File: src/rtl/fetch_pkg.sv
// Types shared by the fetch stage and the fetch-queue instantiation at the parent.
package fetch_pkg;

  localparam int FQ_ENTRY_W = 130;

  typedef enum logic [1:0] {
    S_REQ  = 2'd0,
    S_WAIT = 2'd1,
    S_HOLD = 2'd2,
    S_DROP = 2'd3
  } fetch_state_e;

  typedef struct packed {
    logic [63:0] pc;
    logic [31:0] inst1;
    logic [31:0] inst0;
    logic [1:0]  valid;
  } fetch_entry_t;

  // A fetch starting at the upper word of a line carries only one useful slot.
  function automatic logic [1:0] slot_valid(input logic pc_bit2);
    return pc_bit2 ? 2'b10 : 2'b11;
  endfunction

endpackage

File: src/rtl/fetch_stage.sv
// Instruction fetch: one outstanding 8-byte line request, pushes two-instruction
// entries into the fetch queue, with redirect/flush and stale-response dropping.
import fetch_pkg::*;

module fetch_stage #(
  parameter int                XLEN     = 64,
  parameter logic [XLEN-1:0]   RESET_PC = 64'h0000_0000_8000_0000
) (
  input  logic                  clk,
  input  logic                  rst_n,
  input  logic                  redirect_valid,
  input  logic [XLEN-1:0]       redirect_pc,
  output logic                  imem_req_valid,
  input  logic                  imem_req_ready,
  output logic [XLEN-1:0]       imem_req_addr,
  input  logic                  imem_resp_valid,
  input  logic [63:0]           imem_resp_data,
  output logic                  fq_wr_en,
  output logic [FQ_ENTRY_W-1:0] fq_wr_data,
  input  logic                  fq_full,
  output logic                  fq_clr,
  output fetch_state_e          dbg_state
);

  // Handshake: a request transfers on a cycle where imem_req_valid and
  // imem_req_ready are both 1; a push transfers whenever fq_wr_en is 1, and
  // fq_wr_en is only raised while fq_full is 0.

  fetch_state_e    r_state;
  logic [XLEN-1:0] r_pc;
  fetch_entry_t    r_hold;

  logic [XLEN-1:0] w_pc_aligned;
  logic [XLEN-1:0] w_pc_next;
  fetch_entry_t    w_entry;
  logic            w_push_resp;
  logic            w_push_hold;

  assign w_pc_aligned = {r_pc[XLEN-1:3], 3'b000};
  assign w_pc_next    = w_pc_aligned + XLEN'(8);

  always_comb begin
    w_entry       = '0;
    w_entry.pc    = 64'(r_pc);
    w_entry.inst1 = imem_resp_data[63:32];
    w_entry.inst0 = imem_resp_data[31:0];
    w_entry.valid = slot_valid(r_pc[2]);
  end

  // Redirect suppresses any push in the same cycle, since the queue is being cleared.
  assign w_push_resp = (r_state == S_WAIT) && imem_resp_valid && !fq_full && !redirect_valid;
  assign w_push_hold = (r_state == S_HOLD) && !fq_full && !redirect_valid;

  assign imem_req_valid = rst_n && (r_state == S_REQ);
  assign imem_req_addr  = w_pc_aligned;
  assign fq_wr_en       = rst_n && (w_push_resp || w_push_hold);
  assign fq_wr_data     = (r_state == S_HOLD) ? r_hold : w_entry;
  assign fq_clr         = rst_n && redirect_valid;
  assign dbg_state      = r_state;

  always_ff @(posedge clk) begin
    if (!rst_n) begin
      r_state <= S_REQ;
      r_pc    <= RESET_PC;
      r_hold  <= '0;
    end else if (redirect_valid) begin
      r_pc   <= redirect_pc;
      r_hold <= '0;
      // A request already in flight must have its response swallowed in DROP.
      case (r_state)
        S_REQ:   r_state <= imem_req_ready ? S_DROP : S_REQ;
        S_WAIT:  r_state <= imem_resp_valid ? S_REQ : S_DROP;
        S_HOLD:  r_state <= S_REQ;
        S_DROP:  r_state <= imem_resp_valid ? S_REQ : S_DROP;
        default: r_state <= S_REQ;
      endcase
    end else begin
      case (r_state)
        S_REQ: begin
          if (imem_req_ready) r_state <= S_WAIT;
        end
        S_WAIT: begin
          if (imem_resp_valid) begin
            if (!fq_full) begin
              r_pc    <= w_pc_next;
              r_state <= S_REQ;
            end else begin
              r_hold  <= w_entry;
              r_state <= S_HOLD;
            end
          end
        end
        S_HOLD: begin
          if (!fq_full) begin
            r_pc    <= w_pc_next;
            r_hold  <= '0;
            r_state <= S_REQ;
          end
        end
        S_DROP: begin
          if (imem_resp_valid) r_state <= S_REQ;
        end
        default: r_state <= S_REQ;
      endcase
    end
  end

endmodule

File: config.mk
export PLATFORM = sky130hd
export DESIGN_NAME = fetch_stage
export DESIGN_NICKNAME = d
export VERILOG_FILES = /design/src/rtl/fetch_pkg.sv /design/src/rtl/fetch_stage.sv
export SDC_FILE = /design/constraint.sdc
export NUM_CORES = 1
export LEC_CHECK = 0
export CORE_ASPECT_RATIO = 1.2
export CORE_MARGIN = 1
export CORE_UTILIZATION = 46
export DETAILED_ROUTE_END_ITERATION = 6
export PLACE_DENSITY = 0.8
export SLEW_MARGIN = 15
export SYNTH_ARGS = -nofsm -noshare
export SYNTH_HDL_FRONTEND = slang
export SYNTH_SLANG_ARGS = --single-unit
File: constraint.sdc
create_clock -name clk -period 3.4 [get_ports clk]
set_clock_uncertainty 0.2 [all_clocks]
set_input_delay 0.34 -clock clk [delete_from_list [all_inputs] [get_ports clk]]
set_output_delay 0.34 -clock clk [all_outputs]
set_load 0.005 [all_outputs]
-- Word level (Yosys, flattened, before mapping)
Cells that the tools add are included.
- word-level logic and storage cells: 57
- bits in registers: 196
- bits of input ports: 134
- equal/unequal tests: 10
- $add $sub $neg: 1
- reductions and logical operators: 19
- bitwise logic cells: 1
- mux-type cells: 20
- operators by type and width (cell ; count):
    130-bit 2-to-1 mux ; 4
    130-bit one-hot mux with 2 select lines ; 1
    64-bit 2-to-1 mux ; 3
    64-bit one-hot mux with 2 select lines ; 1
    64-bit by 4-bit adder with 64-bit output, second input constant ; 1
    2-bit 2-to-1 mux ; 8
    3-bit inequality test, second input constant ; 4
    1-bit logical AND ; 8
    2-bit one-hot mux with 4 select lines ; 1
    4-bit AND reduction ; 2
    2-bit inequality test, second input constant ; 3
    2-bit one-hot mux with 3 select lines ; 1
    2-bit equality test, second input constant ; 2
    2-bit OR reduction ; 2
    3-bit nonzero test ; 1
    2-bit by 1-bit equality test with 1-bit output, second input constant ; 1
    1-bit zero test ; 2
    2-bit zero test ; 1
    2-bit AND reduction ; 1
    2-bit nonzero test ; 1
    1-bit logical OR ; 1
    1-bit 2-to-1 mux ; 1
    1-bit inverter ; 1

-- Logic depth before layout (Yosys ltp)
- depth after elaboration: 6
- depth in mapped cells: 8
- depth with buffers taken out: 6

-- Least setup slack after synthesis
OpenSTA, ideal clock, no wires.
- path type: input -> register
- from: input fq_full
- to: register r_pc[50]
- buffers on the path: 2
- arrival time: 2350 ps
- setup time: 62 ps
- cell stages on the path: 7
- setup slack: 788 ps
- cell sequence: buf_6 or3b_4 a211o_4 or4b_1 buf_2 or4_1 nand3_1
- word-level cells in the longest chain between the ends: 4
- RTL lines (item ; RTL line ; text):
    from (decl) ; fetch_stage.sv:20 ; input logic fq_full,
    64-bit 2-to-1 mux (*) ; n/a ;
    64-bit 2-to-1 mux ; n/a ;
    64-bit one-hot mux with 2 select lines (*) ; n/a ;
    64-bit 2-to-1 mux (*) ; n/a ;
    to (signal assigned) ; fetch_stage.sv:67 ; r_pc <= redirect_pc;
    to (signal assigned) ; fetch_stage.sv:85 ; r_pc <= w_pc_next;
    to (signal assigned) ; fetch_stage.sv:95 ; r_pc <= w_pc_next;
    to (decl) ; fetch_stage.sv:30 ; logic [XLEN-1:0] r_pc;
Mark *: on every way between the ends. The rest lies on a longest branch, timed or not. The select of a mux whose other input is x is not followed.
A chain may end at the register's enable or synchronous reset.

-- Worst setup path in the final report
- from: register r_state[0] (netlist: dbg_state[0])
- to: output fq_wr_data[126]
- word-level cells in the longest chain between the ends: 2
- RTL lines (item ; RTL line ; text):
    from (decl) ; fetch_stage.sv:29 ; fetch_state_e r_state;
    from (signal assigned) ; fetch_stage.sv:71 ; S_REQ: r_state <= imem_req_ready ? S_DROP : S_REQ;
    from (signal assigned) ; fetch_stage.sv:72 ; S_WAIT: r_state <= imem_resp_valid ? S_REQ : S_DROP;
    from (signal assigned) ; fetch_stage.sv:74 ; S_DROP: r_state <= imem_resp_valid ? S_REQ : S_DROP;
    2-bit equality test ; fetch_stage.sv:57 ; assign fq_wr_data = (r_state == S_HOLD) ? r_hold : w_entry;
    130-bit 2-to-1 mux ; fetch_stage.sv:57 ;
    to (decl) ; fetch_stage.sv:19 ; output logic [FQ_ENTRY_W-1:0] fq_wr_data,
No other way between the ends.

==> impl_metrics.toml <==
[clocking]
clock_latency_ps = 440
postCtsSetupBuffers = 0
root_buffer = "sky130_fd_sc_hd__clkbuf_16"
cts.hold.buffers_added = 0
cts_tree = "yes"
cts.sink_count = 196
worst_setup_hold_path_clk_slew_ps = 70
cts_resized = 0
cts_inserted_buffers = 17
cts.path.max_buffers = 2
cts-htree-levels = 4

[pwr]
peakVddDrop_v = 0.000372
power_frac_seq = 0.434
power_switching_share = 0.282
leakage_nw = 4.89
internal-power_mw = 4.09
power.switching_mw = 1.61
power.share.clock = 0.352
comb_power_share = 0.214
p_per_area_nw_per_um2 = 403

[finish]
nNetsFinal = 1553
postLayoutCellArea_um2 = 14100
post_route_cells_drive_above_1_share = 0.150
area_growth_pct = 35.0

[routing]
drt_iter0_markers = 951
detail_route.first_pass.iterations = 7
detail_route.vias_per_cell = 5.96
postRouteWirelength_um = 33100
antenna_left = 0
route.detailed.drc = 17
dr_total_vias = 10200
wl_per_cell_um = 19.3

[worst_hold_path]
hp-class = "input pin to flip-flop"
hp-start = "rst_n"
worst_hold_path.endpoint = "r_pc[33]"
hold_path_depth = 3

[logic_synthesis]
most_frequently_used_cell_type_in_the_post_synthesis_netlist = "sky130_fd_sc_hd__dfxtp_1"
synth.yosys.seq_area_share = 0.375
synth_area_leader_cell = "sky130_fd_sc_hd__dfxtp_1"
ys_top_cells_by_count = "sky130_fd_sc_hd__dfxtp_1, sky130_fd_sc_hd__nor2_1, sky130_fd_sc_hd__a22oi_1, sky130_fd_sc_hd__mux2_2, sky130_fd_sc_hd__clkbuf_1"
synth_cells = 1205
yosys_warnings = 0
synth_cell_type_count = 62
synth_seq_cells = 196
syn-mean-instance-area_um2 = 8.69
area_of_the_mapped_netlist_um2 = 10500
yosys_most_used_dff = "sky130_fd_sc_hd__dfxtp_1"
post-synth-top-area-fraction = 0.375
postSynth.asyncResetShare = 0
synth_area_leaders = "sky130_fd_sc_hd__dfxtp_1, sky130_fd_sc_hd__mux2_2, sky130_fd_sc_hd__a22oi_1"
synth_enable_flop_cells = 0

[grt]
maximum_number_of_pins_on_one_net_before_global_route_repair = 100
grt_first_pass_wirelength_um = 52400
grt_use_total = 0.280
first_global_vias = 9752
overflow = 0
grt_antenna_before_repair = 1

[setup_path]
setup.reg_to_reg.worst_slack_ps = 560
rr_startpoint = "dbg_state[0]"
worst-endpoint-arrival_ps = 2650
largest_fanout_on_the_critical_path = 99
reg2reg_depth = 6
regToRegEndpoint = "r_pc[50]"
cp.required_ps = 2860
cp-end-kind = "output pin"
timing.setup.critical_path_class = "flip-flop to output pin"
worstSetupStartpointType = "flip-flop"

[sta]
fin_crit_ps = 3190
fin_tns_setup_ps = 0
timing.fmax_mhz = 313
tightestPinTransition_ps = 770
timing.final.setup_violations = 0
hold_violations = 0
grt_setup_unrepaired = "no"
timing.slew.headroom = 0.487
final_cycle_share = 0.939
final-max-slew-violation-count = 0

[status]
failed_checks = "design-rule violations"
status = "finished, violations left"

[place]
dp.final_hpwl_um = 22900
buffer_ports.inserted = 329
place.gp.congestion = 0.885
cell_area_placed_um2 = 13600

[die]
die_y_um = 167
design.portCount = 333
placeableCoreArea_um2 = 22400
die_width_um = 140
die_outline_area_um2 = 23400
initial_utilization = 0.468
placement_rows = 60

[job]
timing.max_cap.violations = 0
==> cell families (layout without fill, tap and decap cells) <==
family	after synthesis	in the layout	synth area share
AO/OA/AOI/OAI	267	267	0.182
XOR/XNOR	25	25	0.0209
adder cells (fa/ha/maj)	1	1	0.00119
buffers and inverters	176	400	0.0873
flip-flops	196	196	0.375
multiplexers	131	131	0.141
other	1	4	0.000358
AND/OR/NAND/NOR	408	408	0.193
==> sequential cells by signal (all words and copies together), names as in the netlist <==
| register | cells |
|---|---|
| dbg_state | 2 |
| r_pc | 64 |
| r_hold | 130 |
==> worst max-delay path, stage by stage, from the launching register on <==
cell and delay, ps:
sky130_fd_sc_hd__dfxtp_1 590, sky130_fd_sc_hd__nand2b_4 240, sky130_fd_sc_hd__buf_12 400, sky130_fd_sc_hd__mux2_2 400, sky130_fd_sc_hd__clkdlybuf4s50_1 480
==> how the worst max path moves through the flow <==
stage            startpoint         endpoint  slack (ps)  cells past startpoint
6_report       dbg_state[0]  fq_wr_data[126]         210                      4
5_1_grt        dbg_state[0]   fq_wr_data[65]          90                      4
4_1_cts        dbg_state[0]  fq_wr_data[104]         230                      4
3_5_place_dp        fq_full         r_pc[50]         170                      7
3_3_place_gp        fq_full         r_pc[50]         200                      7
2_1_floorplan       fq_full         r_pc[50]         790                      7
==> placed cells by master (no fill, tap or decap), types with 12 or more instances in the layout <==
cell type | synthesis | layout
sky130_fd_sc_hd__nand3_1 | 35 | 35
sky130_fd_sc_hd__xor2_1 | 16 | 16
sky130_fd_sc_hd__buf_4 | 64 | 32
sky130_fd_sc_hd__nand4_1 | 27 | 27
sky130_fd_sc_hd__a21oi_1 | 20 | 20
sky130_fd_sc_hd__nor3_1 | 25 | 25
sky130_fd_sc_hd__a22oi_1 | 131 | 131
sky130_fd_sc_hd__clkbuf_16 | 0 | 17
sky130_fd_sc_hd__clkdlybuf4s50_1 | 0 | 327
sky130_fd_sc_hd__nor2_1 | 162 | 160
sky130_fd_sc_hd__or3_1 | 12 | 12
sky130_fd_sc_hd__nand2_1 | 55 | 54
sky130_fd_sc_hd__mux2_2 | 129 | 129
sky130_fd_sc_hd__dfxtp_1 | 196 | 196
sky130_fd_sc_hd__o21ai_0 | 48 | 48
sky130_fd_sc_hd__nor4_1 | 17 | 17
==> per-stage QoR <==
step | std cells | hold WS, ps | util | setup slack [ps] | total power [mW]
2_1_floorplan | 1207 | 249 | - | 788 | 3.09
3_3_place_gp | 1678 | 274 | 0.606 | 200 | 3.73
3_5_place_dp | 1678 | 280 | 0.606 | 167 | 3.74
4_1_cts | 1710 | 14.4 | 0.632 | 226 | 5.74
5_1_grt | 1711 | 49.0 | 0.632 | 91.4 | 5.93
6_report | 1711 | 37.3 | 0.632 | 207 | 5.70
==> per-layer routing <==
metal	global-route usage	wire, um	vias to the layer above
li1	-	-	4768
met1	0.343	13400	4888
met4	0.126	1150	0
met3	0.0666	2520	78
met2	0.464	16000	468
met5	0	0	-
==> cell type report <==
type	instances	area [um2]
Antenna cell	1	2.50
Fill cell	1911	8240
Inverter	3	11.3
Clock buffer	20	457
Tap cell	279	349
Clock inverter	12	119
Multi-Input combinational cell	835	5670
Sequential cell	196	3920
Timing Repair Buffer	365	3600
==> power groups by stage <==
stage          Combinational (mW)  Clock (mW)  Sequential [mW]
2_1_floorplan               0.625           0             2.47
3_3_place_gp                 1.21           0             2.52
3_5_place_dp                 1.22           0             2.52
4_1_cts                      1.23        2.04             2.47
5_1_grt                      1.30        2.14             2.49
6_report                     1.22        2.01             2.47
Note: power is estimated with default switching activity, not from simulation.
==> variant, RTL diff (same settings) <==
The parameter `XLEN` goes from 64 to 56.
--- a/src/rtl/fetch_stage.sv
+++ b/src/rtl/fetch_stage.sv
@@ -3,7 +3,7 @@
 import fetch_pkg::*;
 
 module fetch_stage #(
-  parameter int                XLEN     = 64,
+  parameter int                XLEN     = 56,
   parameter logic [XLEN-1:0]   RESET_PC = 64'h0000_0000_8000_0000
 ) (
   input  logic                  clk,
Interface: changed (resized imem_req_addr and redirect_pc); port bits go from 333 to 317. No check against the original RTL was run, so the function may have changed too.
==> variant against the original RTL <==
Sequential cell count is 16 lower; wire length decreased by 15%; total power is 5.7% lower; first-iteration DRC count decreased by 36%; via count fell by 15%; area after synthesis decreased by 11%; setup slack better by 0.019 ns; design area down 9.6%; critical endpoint is now fq_wr_data[69]; highest routed layer unchanged.
==> variant: results (changes against the original RTL) <==
Place
  • Pre-CTS WS: 0.370 ns (+0.204 ns)
  • IO buf count: 305 (-7.3%)
  • Placed cells: 1,490 (-11%)
  • Post-DP HPWL: 19,100 um (-16%)

Timing
  • Slew HR: 37.7% (-11 points)
  • Final period utilization: 93.3% (-0.56 points)

Outcome
  • Status: complete, no violations

Critical path
  • R2r setup slk: 0.59 ns (+0.03 ns)
  • Crit-path max FO: 15 (-85%)
  • Crit path arrival time: 2.63 ns (-0.02 ns)
  • RR Endpoint: r_pc[51]
  • Crit path capture: fq_wr_data[69]

Detailed routing
  • Drt initial violations: 609 (-36%)
  • Wire per inst: 18.4 um (-5.0%)

Pwr
  • Worst vdd ir: 321 uV (-14%)
  • Leakage: 4.46 nW (-8.6%)

Finish
  • Filler Cell Count: 1,627 (-15%)
  • Share of cells above drive strength 1: 15.0% (+0.022 points)

Synth
  • Synth cell count leaders: dfxtp_1, nor2_1, a22oi_1, mux2_2, clkbuf_1
  • Register area share after synthesis: 38.6% (+1.1 points)
  • Syn avg cell area: 8.94 um^2 (+2.9%)
  • Post-synthesis cell type count: 57 (-8.1%)

Global routing
  • Global-route wire length before repair: 43,900 um (-16%)
  • Vias in the first global route: 8,433 (-14%)
  • Gr usage total: 26.4% (-1.6 points)
  • Pin count of the biggest net entering global routing: 121 (+21%)
## variant: cell types whose count changed in the layout (fill, tap and decap cells not counted), sizes merged, moves of 9 or more
cell | before | now
a22oi | 131 | 120
a31oi | 6 | 16
buf | 38 | 22
clkdlybuf4s50 | 327 | 303
dfxtp | 196 | 180
mux2 | 129 | 120
nand2 | 55 | 45
nand3 | 35 | 21
nor2 | 162 | 142
nor3 | 25 | 13
nor4 | 17 | 4
## variant: stage by stage
stage          hold WS [ns]  total power [mW]
2_1_floorplan         0.258              2.82
6_report              0.177              5.38
3_3_place_gp          0.273              3.41
5_1_grt               0.175              5.59
4_1_cts               0.163              5.40
3_5_place_dp          0.278              3.42
## variant: worst min-delay path by stage
stage	cells past startpoint	to	startpoint
3_3_place_gp	2	r_hold[107]	r_hold[107]
3_5_place_dp	2	r_hold[90]	r_hold[90]
5_1_grt	2	r_pc[40]	redirect_valid
6_report	3	r_pc[32]	rst_n
4_1_cts	3	r_pc[32]	rst_n
2_1_floorplan	2	r_hold[0]	r_hold[0]
## variant: cells by family after synthesis
kind of cell	Yosys count	synth area share (%)
other	1	0.0402
adder cells (fa/ha/maj)	1	0.134
AND/OR/NAND/NOR	308	15.8
flip-flops	180	38.6
multiplexers	121	14.6
AO/OA/AOI/OAI	249	19.1
XOR/XNOR	30	2.82
buffers and inverters	154	8.88
## variant: layout make-up
type	instances	area [um^2]	area share [%]
inverter	4	15.0	0.118
sequential	180	3600	28.2
tap	261	327	2.56
timing repair buffer	325	3270	25.6
clock inverter	13	141	1.11
clock buffer	19	443	3.47
antenna	1	2.50	0.0196
multi-input combinational	721	4980	39.0
## variant: metal layers
layer  global-route usage [%]  up-vias  wire [um]
met5                        0        -          0
met4                     10.8        0        813
met3                     8.45       53       2310
met2                     45.0      343      13500
met1                     30.6     4185      11400
li1                         -     4130          -
## variant: power by group through the flow
stage	Combinational [mW]	Clock, mW	Sequential, mW
floorplan	0.557	0	2.26
global placement	1.11	0	2.30
detailed placement	1.11	0	2.31
CTS	1.12	2.02	2.26
global route	1.20	2.11	2.27
finish	1.12	2.00	2.26
## variant: critical path: stages (launching register included)
cell and delay [ns]:
dfxtp_1 0.61, nand2b_4 0.42, buf_4 0.31, mux2_2 0.37, clkdlybuf4s50_1 0.48
